--- src/rtl/pipeline_credit_transmitter.sv ---
// rtl/pipeline_credit_transmitter.sv - credit-limited sender with registered, no-backpressure output
// Optional sticky overflow flag: define PIPELINE_CREDIT_TRANSMITTER_ERROR_EN.
module pipeline_credit_transmitter #(
  parameter  int WORD_WIDTH   = 33,
  parameter  int CREDIT_MAX   = 17,
  localparam int CREDIT_WIDTH = $clog2(CREDIT_MAX + 1)
) (
  input  logic                    clock,
  input  logic                    clear,
  input  logic                    input_valid,
  output logic                    input_ready,
  input  logic [WORD_WIDTH-1:0]   input_data,
  output logic                    output_valid,
  output logic [WORD_WIDTH-1:0]   output_data,
  input  logic                    credit_return,
  output logic [CREDIT_WIDTH-1:0] credit_count,
  output logic                    credits_all_home,
  output logic                    credit_error
);

  localparam logic [CREDIT_WIDTH-1:0] LP_MAX = CREDIT_WIDTH'(CREDIT_MAX);
  localparam logic [CREDIT_WIDTH-1:0] LP_ONE = CREDIT_WIDTH'(1);

  logic [CREDIT_WIDTH-1:0] r_count;
  logic                    r_valid;
  logic [WORD_WIDTH-1:0]   r_data;
  logic                    w_ready;
  logic                    w_send;
  logic                    w_at_max;

  // Ready depends only on the registered count, keeping valid/credit paths out of it.
  assign w_ready  = (r_count != '0);
  assign w_send   = input_valid && w_ready;
  assign w_at_max = (r_count == LP_MAX);

  always_ff @(posedge clock) begin
    if (clear) begin
      r_count <= LP_MAX;
      r_valid <= 1'b0;
      r_data  <= '0;
    end else begin
      r_valid <= w_send;
      if (w_send) begin
        r_data <= input_data;
      end
      if (w_send && !credit_return) begin
        r_count <= r_count - LP_ONE;
      end else if (!w_send && credit_return && !w_at_max) begin
        r_count <= r_count + LP_ONE;
      end
    end
  end

`ifdef PIPELINE_CREDIT_TRANSMITTER_ERROR_EN
  logic r_error;

  always_ff @(posedge clock) begin
    if (clear) begin
      r_error <= 1'b0;
    end else if (credit_return && !w_send && w_at_max) begin
      r_error <= 1'b1;
    end
  end

  assign credit_error = r_error;
`else
  assign credit_error = 1'b0;
`endif

  assign input_ready      = w_ready;
  assign output_valid     = r_valid;
  assign output_data      = r_data;
  assign credit_count     = r_count;
  assign credits_all_home = w_at_max;

endmodule

--- config.mk ---
export PLATFORM = sky130hd
export DESIGN_NAME = pipeline_credit_transmitter
export DESIGN_NICKNAME = d
export VERILOG_FILES = /design/src/rtl/pipeline_credit_transmitter.sv
export SDC_FILE = /design/constraint.sdc
export NUM_CORES = 1
export LEC_CHECK = 0
export ABC_AREA = 0
export CAP_MARGIN = 20
export CELL_PAD_IN_SITES_DETAIL_PLACEMENT = 1
export CELL_PAD_IN_SITES_GLOBAL_PLACEMENT = 1
export CORE_ASPECT_RATIO = 0.7
export CORE_MARGIN = 1.5
export CORE_UTILIZATION = 30
export DETAILED_ROUTE_END_ITERATION = 8
export PLACE_DENSITY_LB_ADDON = 0.08
export SLEW_MARGIN = 40
export SYNTH_ARGS = -nofsm -noshare
export SYNTH_HDL_FRONTEND = slang
export SYNTH_SLANG_ARGS = --single-unit
--- constraint.sdc ---
create_clock -name clock -period 5.5 [get_ports clock]
set_clock_uncertainty 0.1 [all_clocks]
set_input_delay 1.65 -clock clock [delete_from_list [all_inputs] [get_ports clock]]
set_output_delay 1.65 -clock clock [all_outputs]
set_load 0.1 [all_outputs]
==> flow_summary_export.csv <==
group,metric,value,unit
route,drt_iter0_drc,40,
global_routing,grt_usage,16.0,%
final_layout,final_util,44.1,%
synthesis,yosys.area_share.simple,20.8,%
cts,hold_buffers,0,
min_path,min-delay-path-class,"reg -> reg",
timing,hold_viol,0,
cts,clk_latency,0.28,ns
synthesis,yosys_warnings,0,
pwr,switching_power,408,µW
global_routing,grt_first_pass_wirelength,7380,µm
floorplan,start_util,31.1,%
synthesis,synth-seq-cells,39,
cts,htree_levels,2,
floorplan,chipWidth,90.9,µm
setup_path,critPathBufInv,2,
synthesis,syn-instance-count,203,
pwr,combinationalPowerShare,42.8,%
floorplan,die-area,0.00587,mm²
synthesis,synth.largest_area_cell,"dfxtp_1",
floorplan,io_pins,79,
timing,worst_pin_slew,0.721,ns
timing,tns,0,ns
cts,clock_sinks,39,
global_routing,grt_pass1_vias,1571,
timing,final.period_utilization,72.1,%
setup_path,crit_top_cell,"a21o_1",
pwr,switching_share,45.7,%
floorplan,row_count,22,
setup_path,crit_chain,"clkdlybuf4s50_1 -> nand2b_1 -> inv_1 -> ha_1 -> nor2b_1 -> o21a_1 -> or4_1 -> a21o_1 -> a21o_1",
global_routing,grt_remaining_overflow,0,
synthesis,muxShareOfSynthArea,0.693,%
route,vias,1567,
pwr,peakVddDrop,0.000249,V
timing,rsz0062_at_grt,"no",
route,drcViolationCount,0,
setup_path,slowest_stage,"clkdlybuf4s50_1",
place,port_buffers,77,
synthesis,synth_top_area_share,48.1,%
setup_path,path_max_fanout,10,
run,max-cap-violations,0,
setup_path,cp_top_family,"buffers and inverters",
setup_path,r2r_cells,10,
timing,finalWorstSetupSlack,1.54,ns
timing,min_period,3.96,ns
setup_path,reg2reg_slack,2.47,ns
timing,timing.hold.ws,0.351,ns
place,pre_cts_ws,1.24,ns
route,drt_wl_total,4440,µm
setup_path,critPathMaxStageDelay,0.71,ns
synthesis,synthXorXnorAreaFrac,2.16,%
floorplan,die_y,64.6,µm
floorplan,core_area,0.00523,mm²
synthesis,ys_top_cells_by_area,"dfxtp_1 48%, nand2_1 15%, a21oi_1 11%",
route,route.detailed.wl_per_inst,12.8,µm
setup_path,timing.rr.end,"credit_count[4]",
pwr,power_density,387,mW/mm²
cts,cts_buffers,5,
final_layout,layout_commonest_cell,"nand2_1",
route,vias_per_cell,4.53,
cts,cts_resized,0,
cts,cts_setup_buffers,0,
final_layout,drive_above_1_share,19.7,%
final_layout,most-common-layout-cells,"66 x nand2_1, 41 x buf_2, 39 x dfxtp_1",
synthesis,synth_cell_types,32,
setup_path,r2r-start,"credit_count[0]",
pwr,power.leakage,0.00102,µW
timing,maxSlewViolCount,0,
synthesis,syn_nets,244,
final_layout,n_antenna_cell,0,
min_path,min_to,"output_data[28]",
synthesis,synth_top_family_by_area,"simple AND/OR/NAND/NOR gates",
pwr,clock_power_share,20.8,%
setup_path,cp.required,5.58,ns
route,ant_nets,0,
global_routing,antenna_found_initial,0,
synthesis,synth_fa_ha_area_share,3.54,%
timing,setup_viol,0,
pwr,seq_power_share,36.4,%
final_layout,fin_nets,314,
setup_path,crit_type,"in -> reg",
setup_path,crit_path_end_kind,"register",
pwr,p_int,485,µW
setup_path,critPathLaunchType,"input pin",
min_path,min_path_cells,2,
min_path,min_from,"output_data[28]",
outcome,status,"finished clean",
timing,fmax,252,MHz
place,dp_hpwl,3190,µm
timing,slew_headroom,51.8,%
cts,cts_max_path_buffers,2,
synthesis,avgSynthCellArea,8.00,µm²
global_routing,grt_max_degree,36,
final_layout,area.growth.synth_to_final,42.1,%
synthesis,yosysSeqAreaShare,48.1,%
synthesis,syn-cell-area,0.00162,mm²
setup_path,critPathArrivalTime,4.05,ns
pwr,p_total,893,µW
synthesis,synth_compound_area_share,18.2,%
cts,cts_tree,"yes",
cts,cts_root_buf,"clkbuf_8",
place,routabilityCongestion,0.767,
cts,path_clk_slew,0.07,ns
route,first_pass_iters,4,
area by class of cell:
type                       instances  area, µm²
multi-input combinational        141        741
tap                               72       90.1
clock buffer                       6       72.6
inverter                           6       22.5
clock inverter                     2       12.5
timing repair buffer              80        588
sequential                        39        781
fill                             642       2920
Yosys cell counts (all sizes together):
master   instances
ha               3
a2bb2oi          1
nor2b            1
inv              6
a21o             3
o22ai            1
or4              2
nand2b           2
buf              6
nand3            1
nand2           66
nor2             6
xor2             2
a21oi           36
nor4b            1
o21ai            2
o41ai            2
conb             1
or2              1
and2             1
a32oi            1
nand3b           1
clkbuf          11
fa               1
mux2             1
o221ai           1
dfxtp           39
xnor2            2
o21a             2
power groups by stage:
stage | Clock (µW) | Sequential [µW] | Combinational (µW)
2_1_floorplan | 0 | 499 | 140
3_3_place_gp | 0 | 332 | 410
3_5_place_dp | 0 | 333 | 383
4_1_cts | 198 | 326 | 385
5_1_grt | 204 | 329 | 405
6_report | 186 | 325 | 382
through the flow:
| step | area (µm²) | std cells |
|---|---|---|
| after CTS | 2310 | 346 |
| after floorplan | 1620 | 203 |
| after global routing | 2310 | 346 |
| after detailed placement | 2220 | 338 |
| after global placement | 2430 | 338 |
| final | 2310 | 346 |
sequential cells by signal, indices dropped and copies added (netlist names):
register      count
output_data      33
credit_count      5
output_valid      1
worst reg2reg max path, cell delays in order (launching register included):
cell and delay (ns):
dfxtp_1 0.34, or4_1 0.66, o21a_1 0.24, nand2b_1 0.11
inv_1 0.09, ha_1 0.32, nor2b_1 0.14, o21a_1 0.18
or4_1 0.43, a21o_1 0.18, a21o_1 0.14
logic make-up after synthesis:
logic type,Yosys count
flip-flops,39
adder cells (fa/ha/maj),4
XOR/XNOR,4
AO/OA/AOI/OAI,49
other,1
multiplexers,1
buffers and inverters,23
AND/OR/NAND/NOR,82
routing by layer:
layer,up-vias,wire (µm),share of wire [%],track usage (%)
met1,717,2150,48,20.2
li1,797,-,-,-
met4,0,40,0.90,5.47
met3,5,301,6.8,5.28
met5,-,0,0,0
met2,48,1950,44,25.6
how the worst max path moves through the flow:
| stage | cells past startpoint | startpoint | to |
|---|---|---|---|
| finish | 9 | credit_return | credit_count[4] |
| floorplan | 2 | credit_count[0] | credits_all_home |
| CTS | 9 | credit_return | credit_count[4] |
| global route | 9 | credit_return | credit_count[4] |
| global placement | 9 | credit_return | credit_count[4] |
| detailed placement | 9 | credit_return | credit_count[4] |
No activity file was read; power rests on OpenSTA's default activity.
